`src/rtl/core_pkg.sv`:
```
// rtl/core_pkg.sv - shared inst-word layout, state encoding and widths for core_inst_seq
package core_pkg;

  localparam int ADDR_W = 4;
  localparam int CNT_W  = 5;
  localparam int INST_W = 17;

  localparam int OFIFO_RD  = 16;
  localparam int QKADD_MSB = 15;
  localparam int QKADD_LSB = 12;
  localparam int PADD_MSB  = 11;
  localparam int PADD_LSB  = 8;
  localparam int EXECUTE   = 7;
  localparam int LOAD      = 6;
  localparam int QMEM_RD   = 5;
  localparam int QMEM_WR   = 4;
  localparam int KMEM_RD   = 3;
  localparam int KMEM_WR   = 2;
  localparam int PMEM_RD   = 1;
  localparam int PMEM_WR   = 0;

  typedef enum logic [3:0] {
    S_IDLE,
    S_QWR,
    S_QEND,
    S_KWR,
    S_KEND,
    S_KLD,
    S_KLDE,
    S_LDOFF,
    S_GAP1,
    S_EXE,
    S_EXEE,
    S_GAP2,
    S_DRAIN,
    S_DONE
  } state_t;

endpackage

```
`src/rtl/core_inst_seq.sv`:
```
// rtl/core_inst_seq.sv - sequencer that streams Q/K into core and walks one attention-score pass
module core_inst_seq
  import core_pkg::*;
#(
  parameter int bw          = 8,
  parameter int pr          = 8,
  parameter int col         = 8,
  parameter int total_cycle = 8,
  parameter int gap_cycles  = 10
) (
  input  logic              clk,
  input  logic              reset,
  input  logic              start,
  input  logic              in_valid,
  output logic              in_ready,
  input  logic [pr*bw-1:0]  in_data,
  input  logic              ofifo_valid,
  output logic [pr*bw-1:0]  mem_in,
  output logic [INST_W-1:0] inst,
  output logic              busy,
  output logic              done
);

  if (col < 1 || col > 16 || total_cycle < 1 || total_cycle > 16 ||
      gap_cycles < 1 || gap_cycles > 32) begin : g_param_check
    $error("core_inst_seq: col/total_cycle must be 1..16 and gap_cycles 1..32");
  end

  localparam logic [CNT_W-1:0] Q_LAST    = CNT_W'(total_cycle - 1);
  localparam logic [CNT_W-1:0] K_LAST    = CNT_W'(col - 1);
  localparam logic [CNT_W-1:0] KLD_LAST  = CNT_W'(col);
  localparam logic [CNT_W-1:0] KEND_LAST = CNT_W'(2);
  localparam logic [CNT_W-1:0] GAP_LAST  = CNT_W'(gap_cycles - 1);

  state_t             state, state_n;
  logic [CNT_W-1:0]   cnt, cnt_n;
  logic [INST_W-1:0]  inst_d;
  logic               accept;

  assign accept = in_valid & in_ready;

  always_ff @(posedge clk or negedge reset) begin
    if (!reset) begin
      state <= S_IDLE;
      cnt   <= '0;
    end else begin
      state <= state_n;
      cnt   <= cnt_n;
    end
  end

  // cnt doubles as beat index, load-cycle index and gap timer depending on state
  always_comb begin
    state_n = state;
    cnt_n   = cnt;
    case (state)
      S_IDLE: if (start) begin state_n = S_QWR; cnt_n = '0; end
      S_QWR: begin
        if (accept) begin
          if (cnt == Q_LAST) begin state_n = S_QEND; cnt_n = '0; end
          else cnt_n = cnt + 1'b1;
        end
      end
      S_QEND: begin state_n = S_KWR; cnt_n = '0; end
      S_KWR: begin
        if (accept) begin
          if (cnt == K_LAST) begin state_n = S_KEND; cnt_n = '0; end
          else cnt_n = cnt + 1'b1;
        end
      end
      S_KEND: begin
        if (cnt == KEND_LAST) begin state_n = S_KLD; cnt_n = '0; end
        else cnt_n = cnt + 1'b1;
      end
      S_KLD: begin
        if (cnt == KLD_LAST) begin state_n = S_KLDE; cnt_n = '0; end
        else cnt_n = cnt + 1'b1;
      end
      S_KLDE:  state_n = S_LDOFF;
      S_LDOFF: begin state_n = S_GAP1; cnt_n = '0; end
      S_GAP1: begin
        if (cnt == GAP_LAST) begin state_n = S_EXE; cnt_n = '0; end
        else cnt_n = cnt + 1'b1;
      end
      S_EXE: begin
        if (cnt == Q_LAST) begin state_n = S_EXEE; cnt_n = '0; end
        else cnt_n = cnt + 1'b1;
      end
      S_EXEE:  begin state_n = S_GAP2; cnt_n = '0; end
      S_GAP2: begin
        if (cnt == GAP_LAST) begin state_n = S_DRAIN; cnt_n = '0; end
        else cnt_n = cnt + 1'b1;
      end
      S_DRAIN: begin
        if (ofifo_valid) begin
          if (cnt == Q_LAST) begin state_n = S_DONE; cnt_n = '0; end
          else cnt_n = cnt + 1'b1;
        end
      end
      S_DONE:  begin state_n = S_IDLE; cnt_n = '0; end
      default: begin state_n = S_IDLE; cnt_n = '0; end
    endcase
  end

  always_comb begin
    inst_d = '0;
    case (state)
      S_QWR, S_KWR: begin
        // address stays put across stalled beats so core sees a stable word
        inst_d[QKADD_MSB:QKADD_LSB] = inst[QKADD_MSB:QKADD_LSB];
        if (accept) begin
          inst_d[QKADD_MSB:QKADD_LSB] = cnt[ADDR_W-1:0];
          inst_d[QMEM_WR] = (state == S_QWR);
          inst_d[KMEM_WR] = (state == S_KWR);
        end
      end
      S_KLD: begin
        inst_d[LOAD] = 1'b1;
        if (cnt != '0) begin
          inst_d[KMEM_RD] = 1'b1;
          inst_d[QKADD_MSB:QKADD_LSB] = ADDR_W'(cnt - CNT_W'(1));
        end
      end
      S_KLDE: inst_d[LOAD] = 1'b1;
      S_EXE: begin
        inst_d[EXECUTE] = 1'b1;
        inst_d[QMEM_RD] = 1'b1;
        inst_d[QKADD_MSB:QKADD_LSB] = cnt[ADDR_W-1:0];
      end
      S_DRAIN: begin
        inst_d[PADD_MSB:PADD_LSB] = inst[PADD_MSB:PADD_LSB];
        if (ofifo_valid) begin
          inst_d[OFIFO_RD] = 1'b1;
          inst_d[PMEM_WR]  = 1'b1;
          inst_d[PADD_MSB:PADD_LSB] = cnt[ADDR_W-1:0];
        end
      end
      default: inst_d = '0;
    endcase
  end

  always_ff @(posedge clk or negedge reset) begin
    if (!reset) begin
      inst     <= '0;
      mem_in   <= '0;
      in_ready <= 1'b0;
      busy     <= 1'b0;
      done     <= 1'b0;
    end else begin
      inst     <= inst_d;
      in_ready <= (state_n == S_QWR) || (state_n == S_KWR);
      busy     <= (state != S_IDLE) || (state_n != S_IDLE);
      done     <= (state == S_DONE);
      if (accept) mem_in <= in_data;
    end
  end

endmodule

```
`config.mk`:
```
export PLATFORM = sky130hd
export DESIGN_NAME = core_inst_seq
export DESIGN_NICKNAME = d
export VERILOG_FILES = /design/src/rtl/core_pkg.sv /design/src/rtl/core_inst_seq.sv
export SDC_FILE = /design/constraint.sdc
export NUM_CORES = 1
export LEC_CHECK = 0
export BUFFER_PORTS_ARGS = -buffer_cell sky130_fd_sc_hd__buf_4
export CORE_MARGIN = 3
export CORE_UTILIZATION = 30
export CTS_CLUSTER_SIZE = 16
export DETAILED_ROUTE_END_ITERATION = 12
export MAX_ROUTING_LAYER = met4
export PLACE_DENSITY = 0.52
export SLEW_MARGIN = 15
export SYNTH_ARGS = -nofsm -noshare
export SYNTH_HDL_FRONTEND = slang
export SYNTH_SLANG_ARGS = --single-unit
```
`constraint.sdc`:
```
create_clock -name clk -period 2.9 [get_ports clk]
set_clock_uncertainty 0.05 [all_clocks]
set_input_delay 0.725 -clock clk [delete_from_list [all_inputs] [get_ports clk]]
set_output_delay 0.725 -clock clk [all_outputs]
set_load 0.05 [all_outputs]
```
## Word-level counts from Yosys, hierarchy flattened

Index checks and enable logic that the tools add are counted.
W data, S select, Z words.

| storage, ports and cells | value |
|---|---|
| logic and storage cells | 81 |
| latch bits | 0 |
| memory bits (read-only) | 0 |
| output and inout port bits | 84 |
| bits of input ports | 69 |
| memories kept | 0 |
| RAM bits | 0 |
| register bits after elaboration | 92 |

| operators by class | value |
|---|---|
| eq/ne operators | 22 |
| order comparisons | 0 |
| shift-type cells | 0 |
| mux-type cells | 36 |
| bitwise operators | 2 |
| divide/modulo/power cells | 0 |
| $add $sub $neg | 2 |
| reductions and logical operators | 10 |
| $mul | 0 |

Operators with widths:

| cell | count |
|---|---|
| $mux W4 | 16 |
| $pmux W4 S13 | 1 |
| $pmux W5 S8 | 1 |
| $mux W5 | 7 |
| $eq A4 B4 Y1 const B | 6 |
| $eq A4 B3 Y1 const B | 4 |
| $eq A4 B2 Y1 const B | 3 |
| $pmux W4 S3 | 1 |
| $eq A5 B4 Y1 const B | 2 |
| $mux W1 | 10 |
| $eq A4 B1 Y1 const B | 2 |
| $reduce_bool A4 Y1 | 2 |
| $reduce_or A2 Y1 | 3 |
| $add A5 B1 Y5 const B | 1 |
| $eq A5 B2 Y1 const B | 1 |
| $eq A5 B3 Y1 const B | 1 |
| $reduce_bool A5 Y1 | 1 |
| $logic_not A4 Y1 | 1 |
| $ne A2 B2 Y1 const B | 2 |
| $reduce_and A4 Y1 | 1 |
| $sub A4 B1 Y4 const B | 1 |
| $logic_or A1 B1 Y1 | 2 |
| $ne A2 B1 Y1 const B | 1 |
| $and A1 B1 Y1 | 1 |
| $not A1 Y1 | 1 |

## Logic depth before layout (Yosys ltp)

| depth | value |
|---|---|
| depth after elaboration | 6 |
| gate-level depth with buffers | 8 |
| depth with buffers taken out | 7 |

## Worst setup path after synthesis

OpenSTA, ideal clock, no wires.

| timing path | value |
|---|---|
| kind | input to register |
| from | input ofifo_valid |
| to | register cnt[3] |
| path slack | 0.785 ns |
| buffers on the path | 1 |
| data required time | 2.710 ns |
| setup time | 0.140 ns |
| cell stages on the path | 6 |
| arrival | 1.926 ns |
| cell sequence | clkbuf_1 -> or3b_1 -> a21oi_1 -> nor2_1 -> a22oi_2 -> o311ai_1 |

| on the way | value |
|---|---|
| word-level cells in the longest chain between the ends | 2 |

Ends and longest elaborated chain:

| what | RTL line | text |
|---|---|---|
| start: declaration | core_inst_seq.sv:17 | `input logic ofifo_valid,` |
| $ne A2 B2 Y1 (no line) | n/a |  |
| $reduce_and A4 Y1 (no line) | n/a |  |
| end signal: assignment | core_inst_seq.sv:48 | `cnt <= cnt_n;` |
| end: declaration | core_inst_seq.sv:36 | `logic [CNT_W-1:0] cnt, cnt_n;` |

No other way between the ends.
A chain may end at the register's enable or synchronous reset.

## Worst setup path after layout

| timing path | value |
|---|---|
| from | register cnt[0] |
| to | register cnt[2] |

| on the way | value |
|---|---|
| word-level cells in the longest chain between the ends | 4 |
| elaborated cells between the ends (all ways) | 12 |
| those cells by class | 1 x add/sub; 4 x eq/ne; 7 x mux |

Ends and longest elaborated chain:

| what | RTL line | text |
|---|---|---|
| $add A5 B1 Y5 or $eq A5 B3 Y1 (tied branches) | n/a |  |
| $mux W5 | n/a |  |
| $mux W5 (on tied branches) | core_inst_seq.sv:95, core_inst_seq.sv:66 |  |
| $pmux W5 S8 (*) | core_inst_seq.sv:56 | `case (state)` |

Every way passes the cells marked *; elsewhere a longest branch is shown, timed or not. The select of a mux whose other input is x is not followed.

==> summary.txt <==
Run status
  – Outcome: finished clean

STA
  – Final Setup Violations: 0
  – Slew headroom: 57.4%
  – Period utilisation layout: 78.8%
  – Fin crit period: 2280 ps
  – Max-slew violations: 0
  – RSZ-0062 raised after global routing: no
  – Max Fclk: ~440 MHz
  – Setup TNS: 0 ps
  – Final Hold Fails: 0
  – Worst-Margin Slew: 638 ps

Worst setup path
  – Startpoint type of the worst setup path: flop
  – Crit-path max FO: 10
  – Slowest cell on crit path: dfrtp_1
  – Worst-path cell chain: inv_1, ha_1, or4b_4, a22oi_4, o221ai_2, o311ai_1, o311ai_1
  – Crit path from: cnt[0]
  – Arr. time, crit path: ~2400 ps
  – Worst path depth: 7
  – WP buf/inv: 1
  – CP max stage delay: 500 ps
  – Flop2flop setup slack: between 600 and 700 ps
  – R2R Path Start: cnt[0]
  – CP delay by family, top: compound AO/OA/AOI/OAI gates
  – Critical path class: reg2reg
  – RR Endpoint: cnt[2]
  – Cell mode on critical path: o311ai_1
  – CP Data Required Time: 3060 ps
  – R2R depth: 7
  – CP Capture Type: flop

Logic synthesis
  – Synth Flop Type: dfrtp_1
  – Syn_nets: 392
  – Post-Syn Instances: between 300 and 400
  – Post-synthesis compound-gate area fraction: 8.71%
  – Adder-cell share of the synthesized area: under 10%
  – Largest family of logic cells by synthesized area: multiplexers
  – XOR/XNOR share of the synthesized area: 0%
  – Cell taking the most area after synthesis: dfrtp_1
  – Cell variety after synth: 50
  – Yosys top cell area share: between 50% and 60%
  – Number of flops mapped to enable cells by yosys: 0
  – Mapped Area: ~4000 sq um
  – Largest cells by area after synthesis: dfrtp_1, mux2_2, nor2_1
  – Post-synthesis sequential area ratio: 56.4%
  – Mux cell area share after synthesis: 19.8%
  – Synth Register Bits: 90
  – Fraction of registers with async set/reset: 100%
  – Synth Warn #: 0
  – Syn_area_per_cell: between 10 and 15 sq um
  – Post-Synth Simple-Gate Area: 10.3%

Pwr
  – NetSw: 2.28 mW
  – Clock power frac: 22.1%
  – Total power divided by cell area: 967 nW/um^2
  – Sw Share: 42.2%
  – Share of power burned in registers: between 30% and 40%
  – Comb pwr share: between 40% and 50%
  – Worst vdd ir: 0.377 mV
  – Internal power: ~3.1 mW
  – Leakage power: 2.91 nW

Cells and area
  – Area Growth Syn to Fin: 40.1%
  – Fraction of layout cells with a size suffix above 1: 52.5%
  – Number of diodes: 0
  – Final core occ: 43.6%
  – Post-layout nets: 537

Clock tree
  – CTS Buffer Depth: 2
  – Cts bufs inserted: 9
  – CTS sink cnt: 90
  – # resized after CTS: 0
  – Post-CTS setup buffers: 0
  – CTS tree: done
  – Skew-Pair Late Insertion Delay: 340 ps
  – Htree depth: 3
  – CTS Hold Bufs: 0
  – CTS root buffer: clkbuf_16
  – CTS clk-pin slew, worst paths: around 60 ps

Worst hold path
  – Type of the most critical hold path: in2async

Detailed routing
  – Detailed-route DRC error count: 0
  – Mean number of vias per cell: roughly 4.8
  – DR WL/cell: 15.4 um
  – First-pass DRT Iterations: 4
  – Via count: approximately 3,000
  – DR iter-0 viols: approximately 140
  – Overall routed net length: 9.85 mm
  – DRT antenna net count: 0

Die
  – # rows: 41
  – Die area: 14,700 sq um
  – Core ar.: 12,800 sq um
  – Initial core utilization: ~31%
  – DIE HEIGHT: around 120 um
  – Die W: ~120 um
  – I/O pins: 153

Global routing
  – Initial antenna violation count: 0
  – Global-route wire length before repair: 15.8 mm
  – Grt total ovfl: 0
  – Overall global routing resource usage: 14.2%
  – Largest net degree at the start of global routing: 39
  – Via count of the first global-routing pass: between 3,000 and 4,000

Run
  – MaxCap Viol Count: 0

Placed design
  – DPL Wire Length: 7.28 mm
  – GP Congestion: 0.902
  – Input/output buffers: approximately 150
==> layer usage <==
| metal | GRT usage [%] | up-vias | routed length (um) |
|---|---|---|---|
| li1 | - | 1429 | - |
| met4 | 7.77 | 0 | 296 |
| met1 | 18.2 | 1473 | 4190 |
| met5 | - | - | 0 |
| met3 | 3.08 | 24 | 635 |
| met2 | 20.9 | 131 | 4730 |
==> kinds of logic after synthesis <==
family | Yosys count
buffers and inverters | 30
adder cells (fa/ha/maj) | 4
AO/OA/AOI/OAI | 47
AND/OR/NAND/NOR | 76
flip-flops | 90
other | 1
multiplexers | 71
==> worst max path at each step <==
stage	end	slack, ps
floorplan	cnt[3]	780
global placement	cnt[3]	730
detailed placement	cnt[2]	670
CTS	cnt[2]	660
global route	in_ready	490
finish	cnt[2]	620
==> flip-flops by register name, summed over array words and instances (netlist names) <==
signal	cells
state	4
done	1
busy	1
cnt	5
inst	14
in_ready	1
mem_in	64
==> power by group through the flow <==
stage / Clock, mW / Sequential [mW] / Combinational (mW)
6_report: 1.20 / 1.80 / 2.41
5_1_grt: 1.30 / 1.85 / 2.57
4_1_cts: 1.23 / 1.80 / 2.43
3_5_place_dp: 0 / 1.82 / 2.42
3_3_place_gp: 0 / 1.81 / 2.41
2_1_floorplan: 0 / 2.47 / 1.08
==> final cells by class <==
| cell class | count | area [sq um] |
|---|---|---|
| fill | 1254 | 7230 |
| inverter | 7 | 26.3 |
| multi-input combinational | 199 | 1610 |
| clock buffer | 10 | 239 |
| clock inverter | 6 | 62.6 |
| timing repair buffer | 157 | 1190 |
| sequential | 90 | 2250 |
| tap | 172 | 215 |
==> synth_stat cells (4+ instances only) <==
cell type / count
clkbuf_1: 6
o21ai_0: 6
nand4bb_1: 4
ha_1: 4
a21oi_1: 12
buf_1: 6
dfrtp_1: 90
inv_1: 7
nand2_1: 18
buf_4: 4
nand2b_1: 6
nor3_1: 4
nand3_1: 9
nor2_1: 19
o311ai_1: 4
buf_2: 6
mux2_2: 64
mux2i_1: 7
==> per-stage QoR <==
stage / std cells / total power [mW] / hold WS, ps / instance area (sq um) / setup WS (ps)
4_1_cts: 641 / 5.46 / 256 / 5590 / 664
3_3_place_gp: 625 / 4.23 / 414 / 5290 / 728
6_report: 641 / 5.41 / 252 / 5590 / 616
2_1_floorplan: 319 / 3.55 / 379 / 3990 / 785
5_1_grt: 641 / 5.72 / 264 / 5590 / 486
3_5_place_dp: 625 / 4.24 / 417 / 5290 / 671
==> cell usage in the layout, fill, tap and decap left out, types with 3 or more instances in the layout <==
| cell type | synthesis | final |
|---|---|---|
| o31ai_1 | 3 | 3 |
| nand2_1 | 18 | 17 |
| a31oi_1 | 3 | 3 |
| dfrtp_1 | 90 | 90 |
| a21oi_1 | 12 | 12 |
| nor3_1 | 4 | 4 |
| clkinv_2 | 0 | 3 |
| nand3_1 | 9 | 9 |
| o311ai_1 | 4 | 4 |
| nand4bb_1 | 4 | 4 |
| nand2b_1 | 6 | 6 |
| nor2_1 | 19 | 19 |
| mux2i_1 | 7 | 7 |
| buf_4 | 4 | 156 |
| mux2_2 | 64 | 64 |
| clkbuf_16 | 0 | 9 |
| inv_1 | 7 | 7 |
| o211ai_1 | 3 | 3 |
| o21ai_0 | 6 | 6 |
| ha_1 | 4 | 4 |
Power figures use the tool's default switching activity.
